--- src/rtl/cursor_pkg.sv ---
// Shared state encoding, default colours and width helper for the palette cursor drawer.
package cursor_pkg;

    localparam logic [1:0] ST_IDLE  = 2'd0;
    localparam logic [1:0] ST_ERASE = 2'd1;
    localparam logic [1:0] ST_DRAW  = 2'd2;
    localparam logic [1:0] ST_DONE  = 2'd3;

    typedef enum logic [1:0] {
        IDLE  = ST_IDLE,
        ERASE = ST_ERASE,
        DRAW  = ST_DRAW,
        DONE  = ST_DONE
    } state_t;

    localparam logic [2:0] CURSOR_FG_DEF = 3'b111;
    localparam logic [2:0] CURSOR_BG_DEF = 3'b000;

    // Bits needed to hold 0..n-1, never less than one.
    function automatic int idx_w(input int n);
        return (n <= 2) ? 1 : $clog2(n);
    endfunction

endpackage

--- src/rtl/box_scan.sv ---
// Raster walk over a BOX x BOX square (ox inner, oy outer) with a look-ahead of
// the next position so the owner can register its pixel outputs.
module box_scan
    import cursor_pkg::*;
#(
    parameter int BOX = 4,
    localparam int W  = idx_w(BOX)
) (
    input  logic         clk,
    input  logic         rst,
    input  logic         start,
    input  logic         en,
    output logic         last,
    output logic [W-1:0] nxt_ox,
    output logic [W-1:0] nxt_oy,
    output logic         nxt_perim
);

    localparam logic [W-1:0] EDGE = W'(BOX - 1);

    logic [W-1:0] ox;
    logic [W-1:0] oy;

    assign last = (ox == EDGE) && (oy == EDGE);

    // After the last position the walk wraps back to the origin.
    always_comb begin
        nxt_ox = ox + 1'b1;
        nxt_oy = oy;
        if (ox == EDGE) begin
            nxt_ox = '0;
            nxt_oy = (oy == EDGE) ? '0 : oy + 1'b1;
        end
    end

    assign nxt_perim = (nxt_ox == '0) || (nxt_ox == EDGE) ||
                       (nxt_oy == '0) || (nxt_oy == EDGE);

    always_ff @(posedge clk or negedge rst) begin
        if (!rst) begin
            ox <= '0;
            oy <= '0;
        end else if (start) begin
            ox <= '0;
            oy <= '0;
        end else if (en) begin
            ox <= nxt_ox;
            oy <= nxt_oy;
        end
    end

endmodule

--- src/rtl/cursor_paleta_gen.sv ---
// Palette cursor drawer: moves the selected cell, erases the old outline and draws the new one.
// Optional macro CURSOR_BLINK_EN adds a free-running blink that redraws the outline in FG/BG.
module cursor_paleta_gen
    import cursor_pkg::*;
#(
    parameter int                 N_COLORS     = 8,
    parameter int                 COLOR_W      = 3,
    parameter int                 COORD_W      = 5,
    parameter int                 BOX          = 4,
    parameter int                 PAL_X0       = 0,
    parameter int                 PAL_Y0       = 28,
    parameter logic [COLOR_W-1:0] CURSOR_FG    = COLOR_W'(CURSOR_FG_DEF),
    parameter logic [COLOR_W-1:0] CURSOR_BG    = COLOR_W'(CURSOR_BG_DEF),
    parameter logic [23:0]        BLINK_CYCLES = 24'd6000000,
    localparam int                IW           = idx_w(N_COLORS)
) (
    input  logic               clk,
    input  logic               rst,
    input  logic               init,
    input  logic               move_left,
    input  logic               move_right,
    input  logic               wr_ready,
    output logic               paint,
    output logic [COORD_W-1:0] px_x,
    output logic [COORD_W-1:0] px_y,
    output logic [COLOR_W-1:0] px_data,
    output logic [IW-1:0]      sel_idx,
    output logic               busy,
    output logic               cursor_paleta_done,
    output state_t             dbg_state
);

    localparam int SW = idx_w(BOX);

    if (N_COLORS < 2 || BOX < 2) begin : g_bad_size
        $error("cursor_paleta_gen: N_COLORS and BOX must both be at least 2");
    end
    if (PAL_X0 + N_COLORS * BOX > (1 << COORD_W) || PAL_Y0 + BOX > (1 << COORD_W)) begin : g_bad_fit
        $error("cursor_paleta_gen: palette row does not fit in COORD_W");
    end
    if (BLINK_CYCLES == 24'd0) begin : g_bad_blink
        $error("cursor_paleta_gen: BLINK_CYCLES must be non-zero");
    end

    state_t        state;
    logic [IW-1:0] prev_idx;
    logic          prev_valid;
    logic [IW-1:0] idx_moved;
    logic [IW-1:0] scan_idx;
    logic          start_req;
    logic          scan_start;
    logic          scan_en;
    logic          scan_last;
    logic [SW-1:0] nxt_ox;
    logic [SW-1:0] nxt_oy;
    logic          nxt_perim;

    function automatic logic [COORD_W-1:0] cell_x(input logic [IW-1:0] idx, input logic [SW-1:0] o);
        return COORD_W'(PAL_X0 + int'(idx) * BOX + int'(o));
    endfunction

    function automatic logic [COORD_W-1:0] cell_y(input logic [SW-1:0] o);
        return COORD_W'(PAL_Y0 + int'(o));
    endfunction

    always_comb begin
        idx_moved = sel_idx;
        if (move_left && !move_right)
            idx_moved = (sel_idx == '0) ? IW'(N_COLORS - 1) : sel_idx - 1'b1;
        else if (move_right && !move_left)
            idx_moved = (sel_idx == IW'(N_COLORS - 1)) ? '0 : sel_idx + 1'b1;
    end

`ifdef CURSOR_BLINK_EN
    logic [23:0] blink_cnt;
    logic        blink_phase;
    logic        blink_tick;
    logic        blink_draw;

    assign blink_tick = (blink_cnt == BLINK_CYCLES - 24'd1);

    always_ff @(posedge clk or negedge rst) begin
        if (!rst) begin
            blink_cnt   <= '0;
            blink_phase <= 1'b0;
        end else if (blink_tick) begin
            blink_cnt   <= '0;
            blink_phase <= ~blink_phase;
        end else begin
            blink_cnt <= blink_cnt + 24'd1;
        end
    end

    assign start_req = init || blink_tick;
`else
    assign start_req = init;
`endif

    // Valid/ready: paint is the valid; a pixel transfers on a cycle with paint && wr_ready,
    // px_x/px_y/px_data hold until then, and interior positions (paint=0) pass in one cycle.
    assign scan_idx   = (state == ERASE) ? prev_idx : sel_idx;
    assign scan_start = (state == IDLE) && start_req;
    assign scan_en    = ((state == ERASE) || (state == DRAW)) && (!paint || wr_ready);

    box_scan #(.BOX(BOX)) u_scan (
        .clk       (clk),
        .rst       (rst),
        .start     (scan_start),
        .en        (scan_en),
        .last      (scan_last),
        .nxt_ox    (nxt_ox),
        .nxt_oy    (nxt_oy),
        .nxt_perim (nxt_perim)
    );

    always_ff @(posedge clk or negedge rst) begin
        if (!rst) begin
            state              <= IDLE;
            sel_idx            <= '0;
            prev_idx           <= '0;
            prev_valid         <= 1'b0;
            paint              <= 1'b0;
            px_x               <= '0;
            px_y               <= '0;
            px_data            <= '0;
            busy               <= 1'b0;
            cursor_paleta_done <= 1'b0;
`ifdef CURSOR_BLINK_EN
            blink_draw         <= 1'b0;
`endif
        end else begin
            cursor_paleta_done <= 1'b0;
            case (state)
                IDLE: begin
                    sel_idx <= idx_moved;
                    if (init) begin
                        busy  <= 1'b1;
                        paint <= 1'b1;
                        px_y  <= cell_y('0);
`ifdef CURSOR_BLINK_EN
                        blink_draw <= 1'b0;
`endif
                        if (prev_valid && prev_idx != idx_moved) begin
                            state   <= ERASE;
                            px_x    <= cell_x(prev_idx, '0);
                            px_data <= CURSOR_BG;
                        end else begin
                            state   <= DRAW;
                            px_x    <= cell_x(idx_moved, '0);
                            px_data <= CURSOR_FG;
                        end
                    end
`ifdef CURSOR_BLINK_EN
                    // blink_phase flips on this same edge, so its new value is the inverse.
                    else if (blink_tick) begin
                        state      <= DRAW;
                        busy       <= 1'b1;
                        paint      <= 1'b1;
                        blink_draw <= 1'b1;
                        px_x       <= cell_x(idx_moved, '0);
                        px_y       <= cell_y('0);
                        px_data    <= blink_phase ? CURSOR_BG : CURSOR_FG;
                    end
`endif
                end
                ERASE, DRAW: begin
                    if (scan_en) begin
                        if (scan_last && state == ERASE) begin
                            state   <= DRAW;
                            paint   <= 1'b1;
                            px_x    <= cell_x(sel_idx, '0);
                            px_y    <= cell_y('0);
                            px_data <= CURSOR_FG;
                        end else if (scan_last) begin
                            state              <= DONE;
                            paint              <= 1'b0;
                            cursor_paleta_done <= 1'b1;
`ifdef CURSOR_BLINK_EN
                            if (!blink_draw) begin
                                prev_idx   <= sel_idx;
                                prev_valid <= 1'b1;
                            end
`else
                            prev_idx   <= sel_idx;
                            prev_valid <= 1'b1;
`endif
                        end else begin
                            paint <= nxt_perim;
                            px_x  <= cell_x(scan_idx, nxt_ox);
                            px_y  <= cell_y(nxt_oy);
                        end
                    end
                end
                DONE: begin
                    state <= IDLE;
                    busy  <= 1'b0;
                end
                default: state <= IDLE;
            endcase
        end
    end

    assign dbg_state = state;

endmodule

--- config.mk ---
export PLATFORM = sky130hd
export DESIGN_NAME = cursor_paleta_gen
export DESIGN_NICKNAME = d
export VERILOG_FILES = /design/src/rtl/cursor_pkg.sv /design/src/rtl/box_scan.sv /design/src/rtl/cursor_paleta_gen.sv
export SDC_FILE = /design/constraint.sdc
export NUM_CORES = 1
export LEC_CHECK = 0
export ABC_AREA = 1
export CAP_MARGIN = 5
export CORE_MARGIN = 2
export CORE_UTILIZATION = 35
export DETAILED_ROUTE_END_ITERATION = 16
export PLACE_DENSITY = 0.67
export SYNTH_ARGS = -nofsm -noshare
export SYNTH_HDL_FRONTEND = slang
export SYNTH_SLANG_ARGS = --single-unit
--- constraint.sdc ---
create_clock -name clk -period 1.73 [get_ports clk]
set_input_delay 0.346 -clock clk [delete_from_list [all_inputs] [get_ports clk]]
set_output_delay 0.346 -clock clk [all_outputs]
set_load 0.01 [all_outputs]
### Word-level counts from Yosys, hierarchy flattened

Cells that the tools add are included.

| word-level totals | value |
|---|---|
| register bits after elaboration | 29 |
| output and inout bits | 21 |
| logic and storage cells | 106 |

| operators by class | value |
|---|---|
| $add $sub $neg | 6 |
| equality and inequality tests | 14 |
| mux-type cells | 44 |
| bitwise operators | 1 |
| reduce and logical (&&, ||, !) cells | 29 |

Operators with widths:

| kind | count |
|---|---|
| 5-bit two-way mux | 9 |
| 3-bit two-way mux | 9 |
| 2-bit two-way mux | 12 |
| 5-bit case mux with 2 select lines | 2 |
| 2-bit == test (second input constant) | 6 |
| 4-bit AND reduction | 3 |
| 1-bit two-way mux | 8 |
| 1-bit logical AND | 7 |
| 2-bit zero test | 3 |
| 2-bit inequality test (second input constant) | 3 |
| 3-bit inequality test (second input constant) | 2 |
| 2-bit case mux with 3 select lines | 1 |
| 3-bit case mux with 2 select lines | 1 |
| 3-bit AND reduction | 2 |
| 2-bit nonzero test | 3 |
| 5-bit by 2-bit adder with 5-bit output | 1 |
| 5-bit by 2-bit adder with 5-bit output (first input constant) | 1 |
| 1-bit logical OR | 5 |
| 2-bit by 1-bit adder with 2-bit output (second input constant) | 2 |
| 1-bit case mux with 2 select lines | 2 |
| 3-bit by 1-bit adder with 3-bit output (second input constant) | 1 |
| 3-bit == test (second input constant) | 1 |
| 1-bit zero test | 3 |
| 3-bit zero test | 1 |
| other kinds (6) | 6 |

### Depth between registers and ports, before layout

| depth | value |
|---|---|
| depth after elaboration | 10 |
| depth in mapped cells | 13 |
| depth with buffers taken out | 13 |

### Hierarchy

From an unflattened synthesis, not the netlist that was laid out.

| unflattened totals | value |
|---|---|
| cell total of the unflattened synthesis | 210 |
| area, all modules | 1,642.8 um^2 |

Modules (own cells, without submodules):

| module | times used | cells an instance | area each (um^2) | seq. area each (um^2) |
|---|---|---|---|---|
| cursor_paleta_gen | 1 | 168 | 1,328.8 | 525.5 |
| box_scan | 1 | 42 | 314.1 | 100.1 |

### Least setup slack after synthesis

No wires, ideal clock.

| timing | value |
|---|---|
| path kind | register to register |
| from | register state[0] (netlist: dbg_state[0]) |
| to | register px_y[0] |
| setup time | 121 ps |
| arrival time | 1,627 ps |
| required time | 1,609 ps |
| setup slack | -18 ps |
| stages on the path, launching flop included | 10 |
| period minus slack after synthesis | 1,748 ps |
| cells stage by stage | dfrtp_1 -> inv_1 -> ha_1 -> inv_4 -> o21ai_2 -> inv_2 -> o21ai_4 -> nor2_8 -> inv_4 -> a22o_1 |

| on the way | value |
|---|---|
| longest elaborated chain between the ends | 5 |

RTL lines:

| element | RTL line | text |
|---|---|---|
| start: declaration | cursor_paleta_gen.sv:45 | `state_t state;` |
| start signal: assignment | cursor_paleta_gen.sv:118 | `state <= IDLE;` |
| start signal: assignment | cursor_paleta_gen.sv:144 | `state <= ERASE;` |
| start signal: assignment | cursor_paleta_gen.sv:148 | `state <= DRAW;` |
| 2-bit by 1-bit == test with 1-bit output or 2-bit == test (tied branches) | cursor_paleta_gen.sv:103, cursor_paleta_gen.sv:133, cursor_paleta_gen.sv:168 |  |
| 1-bit logical AND or 1-bit logical OR (tied branches) | cursor_paleta_gen.sv:168, cursor_paleta_gen.sv:103 |  |
| 5-bit two-way mux or 1-bit logical AND (tied branches) | cursor_paleta_gen.sv:168, cursor_paleta_gen.sv:103 |  |
| 5-bit two-way mux or 2-bit inequality test (tied branches) | - |  |
| 5-bit case mux with 2 select lines or 4-bit AND reduction (tied branches) | - |  |
| end signal: assignment | cursor_paleta_gen.sv:139 | `px_y <= cell_y('0);` |
| end signal: assignment | cursor_paleta_gen.sv:172 | `px_y <= cell_y('0);` |
| end signal: assignment | cursor_paleta_gen.sv:190 | `px_y <= cell_y(nxt_oy);` |
| end: declaration | cursor_paleta_gen.sv:25 | `output logic [COORD_W-1:0] px_y,` |

Parallel ways exist; a longest one is shown, timed or not. The select of a mux whose other input is x is not followed.
A chain may end at the register's enable or synchronous reset.

### Final worst setup path

| timing | value |
|---|---|
| from | register sel_idx[0] |
| to | output port sel_idx[0] |

RTL lines:

| element | RTL line | text |
|---|---|---|
| start: declaration | cursor_paleta_gen.sv:27 | `output logic [IW-1:0] sel_idx,` |
| start signal: assignment | cursor_paleta_gen.sv:135 | `sel_idx <= idx_moved;` |

No word-level cell between the ends.

==> summary.md <==
| Metric | Value |
|---|---|
| Share of the synthesized area in the top cell type | `0.407` |
| Starting density of the core | `0.358` |
| Cell Rows | `24` |
| Seq/Total Area, Yosys | `0.407` |
| Post-synth top area cell | `dfrtp_1` |
| Pwr dens | `1820 nW/um^2` |
| Syn avg cell area | `~8 um^2` |
| Synth Flop Type | `dfrtp_1` |
| Number of inserted diodes | `0` |
| Post-Syn Area | `1540 um^2` |
| H-tree levels | `1` |
| Syn_nets | `210` |
| Worst VDD drop | `around 0.7 mV` |
| GRT Util Overall | `0.142` |
| Final worst path period need | `1.68 ns` |
| RSZ-0062 raised after global routing | `true` |
| Number of global-route vias before repair | `1236` |
| Leak pwr | `0.952 nW` |
| Nets | `250` |
| Synth warnings | `0` |
| DIE HEIGHT | `70.3 um` |
| CTS buffer count | `3` |
| Share of cells above drive strength 1 | `0.188` |
| Area growth, synth to finish | `31.5%` |
| Maximum root-to-sink buffer count | `2` |
| Vias | `1361` |
| Worst Skew | `0.00490 ns` |
| Iter 0 DRT Violations | `81` |
| Vias per Instance | `4.76` |
| Slew Limit Fails | `0` |
| Rel. slew slack | `0.773` |
| CP endpoint kind | `primary output` |
| Max-Cap Viols | `0` |
| HP Class | `primary input to async pin` |
| Die W | `70.3 um` |
| Total power draw | `0.00369 W` |
| Tcrit/Tclk final | `0.971` |
| Post-synth cell types | `29` |
| Crit Path Class | `flip-flop to primary output` |
| Reg2Reg Depth | `13` |
| Placed Cells | `279` |
| Number of flops mapped to enable cells by yosys | `0` |
| Status | `completed` |
| Clock sink count | `25` |
| Worst setup SP type | `flip-flop` |
| Reg2reg start | `sel_idx[0]` |
| Top post-synthesis cells by area | `dfrtp_1 (41%), nand2_1 (12%), ha_1 (7.3%), inv_1 (6.3%), o21ai_0 (5.9%)` |
| Critical path peak fanout | `4` |
| GRT overflow | `0` |
| Post-DP HPWL | `2.48 mm` |
| CTS tree | `built` |
| CTS clk-pin slew, worst paths | `0.09 ns` |
| Final hold vios | `0` |
| Die area | `4940 um^2` |
| Clk Latency, worst-skew pair | `0.27 ns` |
| Hold_buf cts | `0` |
| Register bit count reported by yosys | `25` |
| WP data arrival | `1.33 ns` |
| Post-Layout Cell Count | `between 200 and 300` |
| R2R setup slack | `0.05 ns` |
| Final Setup Violations | `0` |
| Drt wl/cell | `11.9 um` |
| Root Driver | `clkbuf_8` |
| Slew @ Worst Pin | `about 0.34 ns` |
| # DRC | `0` |
| Port Buffers | `26` |
| Core area | `4290 um^2` |
| First-pass iteration count of the detailed router | `4` |
| Largest net degree at the start of global routing | `26` |
| # fillers | `~430` |
| First-pass GRT wire length | `about 5.6 mm` |
| ANT nets after route | `0` |
| Io pins | `27` |
| Post-Syn Instances | `195` |
| Fmax | `0.595 GHz` |
| CP required | `1.38 ns` |
| FFs w/ async S/R, synth | `1.00` |
| Crit path from | `sel_idx[0]` |
| Final Wtd Congestion | `just under 0.9` |
| Initial antenna violation count | `0` |
| DRT Wirelength | `between 3 and 4 mm` |
## timing repair
action / 4_1_cts / 5_1_grt
hold endpoints to repair: 0 / 0
setup buffers: 1 / 1
resized for setup: 1 / 10
gates cloned: 0 / 1
pin swaps: 0 / 8
setup endpoints to repair: 1 / 13
## critical path, stage by stage (launching register included)
cell	delay (ns)
dfrtp_1	0.42
buf_4	0.13
clkdlybuf4s50_1	0.52
## report_power, final
part,switching (W),internal [W]
clock network,0.000186,0.000161
registers,0.000114,0.000767
logic,0.00140,0.00107
## cell usage in the layout (no fill, tap or decap), drive strengths merged, types with 2 or more instances in the layout
cell and count:
dfrtp 25, nand2 49, o22ai 2, clkdlybuf4s50 26
clkbuf 3, nor2 16, a31oi 3, o21ai 22
nand3 14, ha 9, buf 14, or2 3
o31ai 3, a21oi 8, inv 31
## cells in the mapped netlist (2+ instances only)
master   number
nor2_1       10
ha_1          9
nor2_2        4
dfrtp_1      25
a31oi_1       3
o21ai_0      18
inv_4         2
o21ai_1       2
o31ai_2       2
o22ai_1       2
inv_2         3
inv_1        26
buf_6         2
buf_4         4
a21oi_1       7
nand2_1      49
nand3_1      14
or2_1         2
## flip-flops by register name, summed over array words and instances (netlist names), 2 cells and up
signal / cells
px_y: 3
px_x: 5
sel_idx: 3
prev_idx: 3
u_scan.ox: 2
u_scan.oy: 2
dbg_state: 2
## per-layer routing
layer / vias to the layer above / share of wire / global-route usage
li1: 708 / - / -
met1: 613 / 0.48 / 0.208
met2: 36 / 0.46 / 0.200
met3: 4 / 0.038 / 0.0202
met4: 0 / 0.020 / 0.0748
met5: - / 0 / 0
## final timing paths
path,end
worst max-delay path,sel_idx[0]
worst min-delay path,px_data[1]
worst max register to register,dbg_state[0]
worst min register to register,px_x[0]
max in group asynchronous,busy
min in group clk,px_x[0]
## per-stage QoR
stage,setup TNS [ns],setup WS [ns],cell area (um^2),util,hold slack [ns]
after floorplan,0,0.0566,1540,-,0.0504
after global placement,-0.353,-0.141,1900,0.443,0.468
after detailed placement,-0.453,-0.144,1900,0.443,0.475
after CTS,0,0.00144,1960,0.456,0.435
after global routing,-0.221,-0.0999,2020,0.471,0.455
final,0,0.0498,2020,0.471,0.428
## area by class of cell
cell class                      count  area [um^2]  share of cell area
Timing Repair Buffer               40          365               0.180
Clock inverter                      1         5.00             0.00247
Sequential cell                    25          626               0.309
Multi-Input combinational cell    134          798               0.394
Tap cell                           52         65.1              0.0321
Inverter                           31          124              0.0612
Clock buffer                        3         41.3              0.0204
## cells by family after synthesis
| kind of cell | count (synthesis) | share of synthesized area |
|---|---|---|
| buffers and inverters | 37 | 0.113 |
| adder cells (fa/ha/maj) | 9 | 0.0732 |
| flip-flops | 25 | 0.407 |
| AO/OA/AOI/OAI | 41 | 0.167 |
| XOR/XNOR | 1 | 0.00569 |
| AND/OR/NAND/NOR | 82 | 0.235 |
Note: power is estimated with default switching activity, not from simulation.
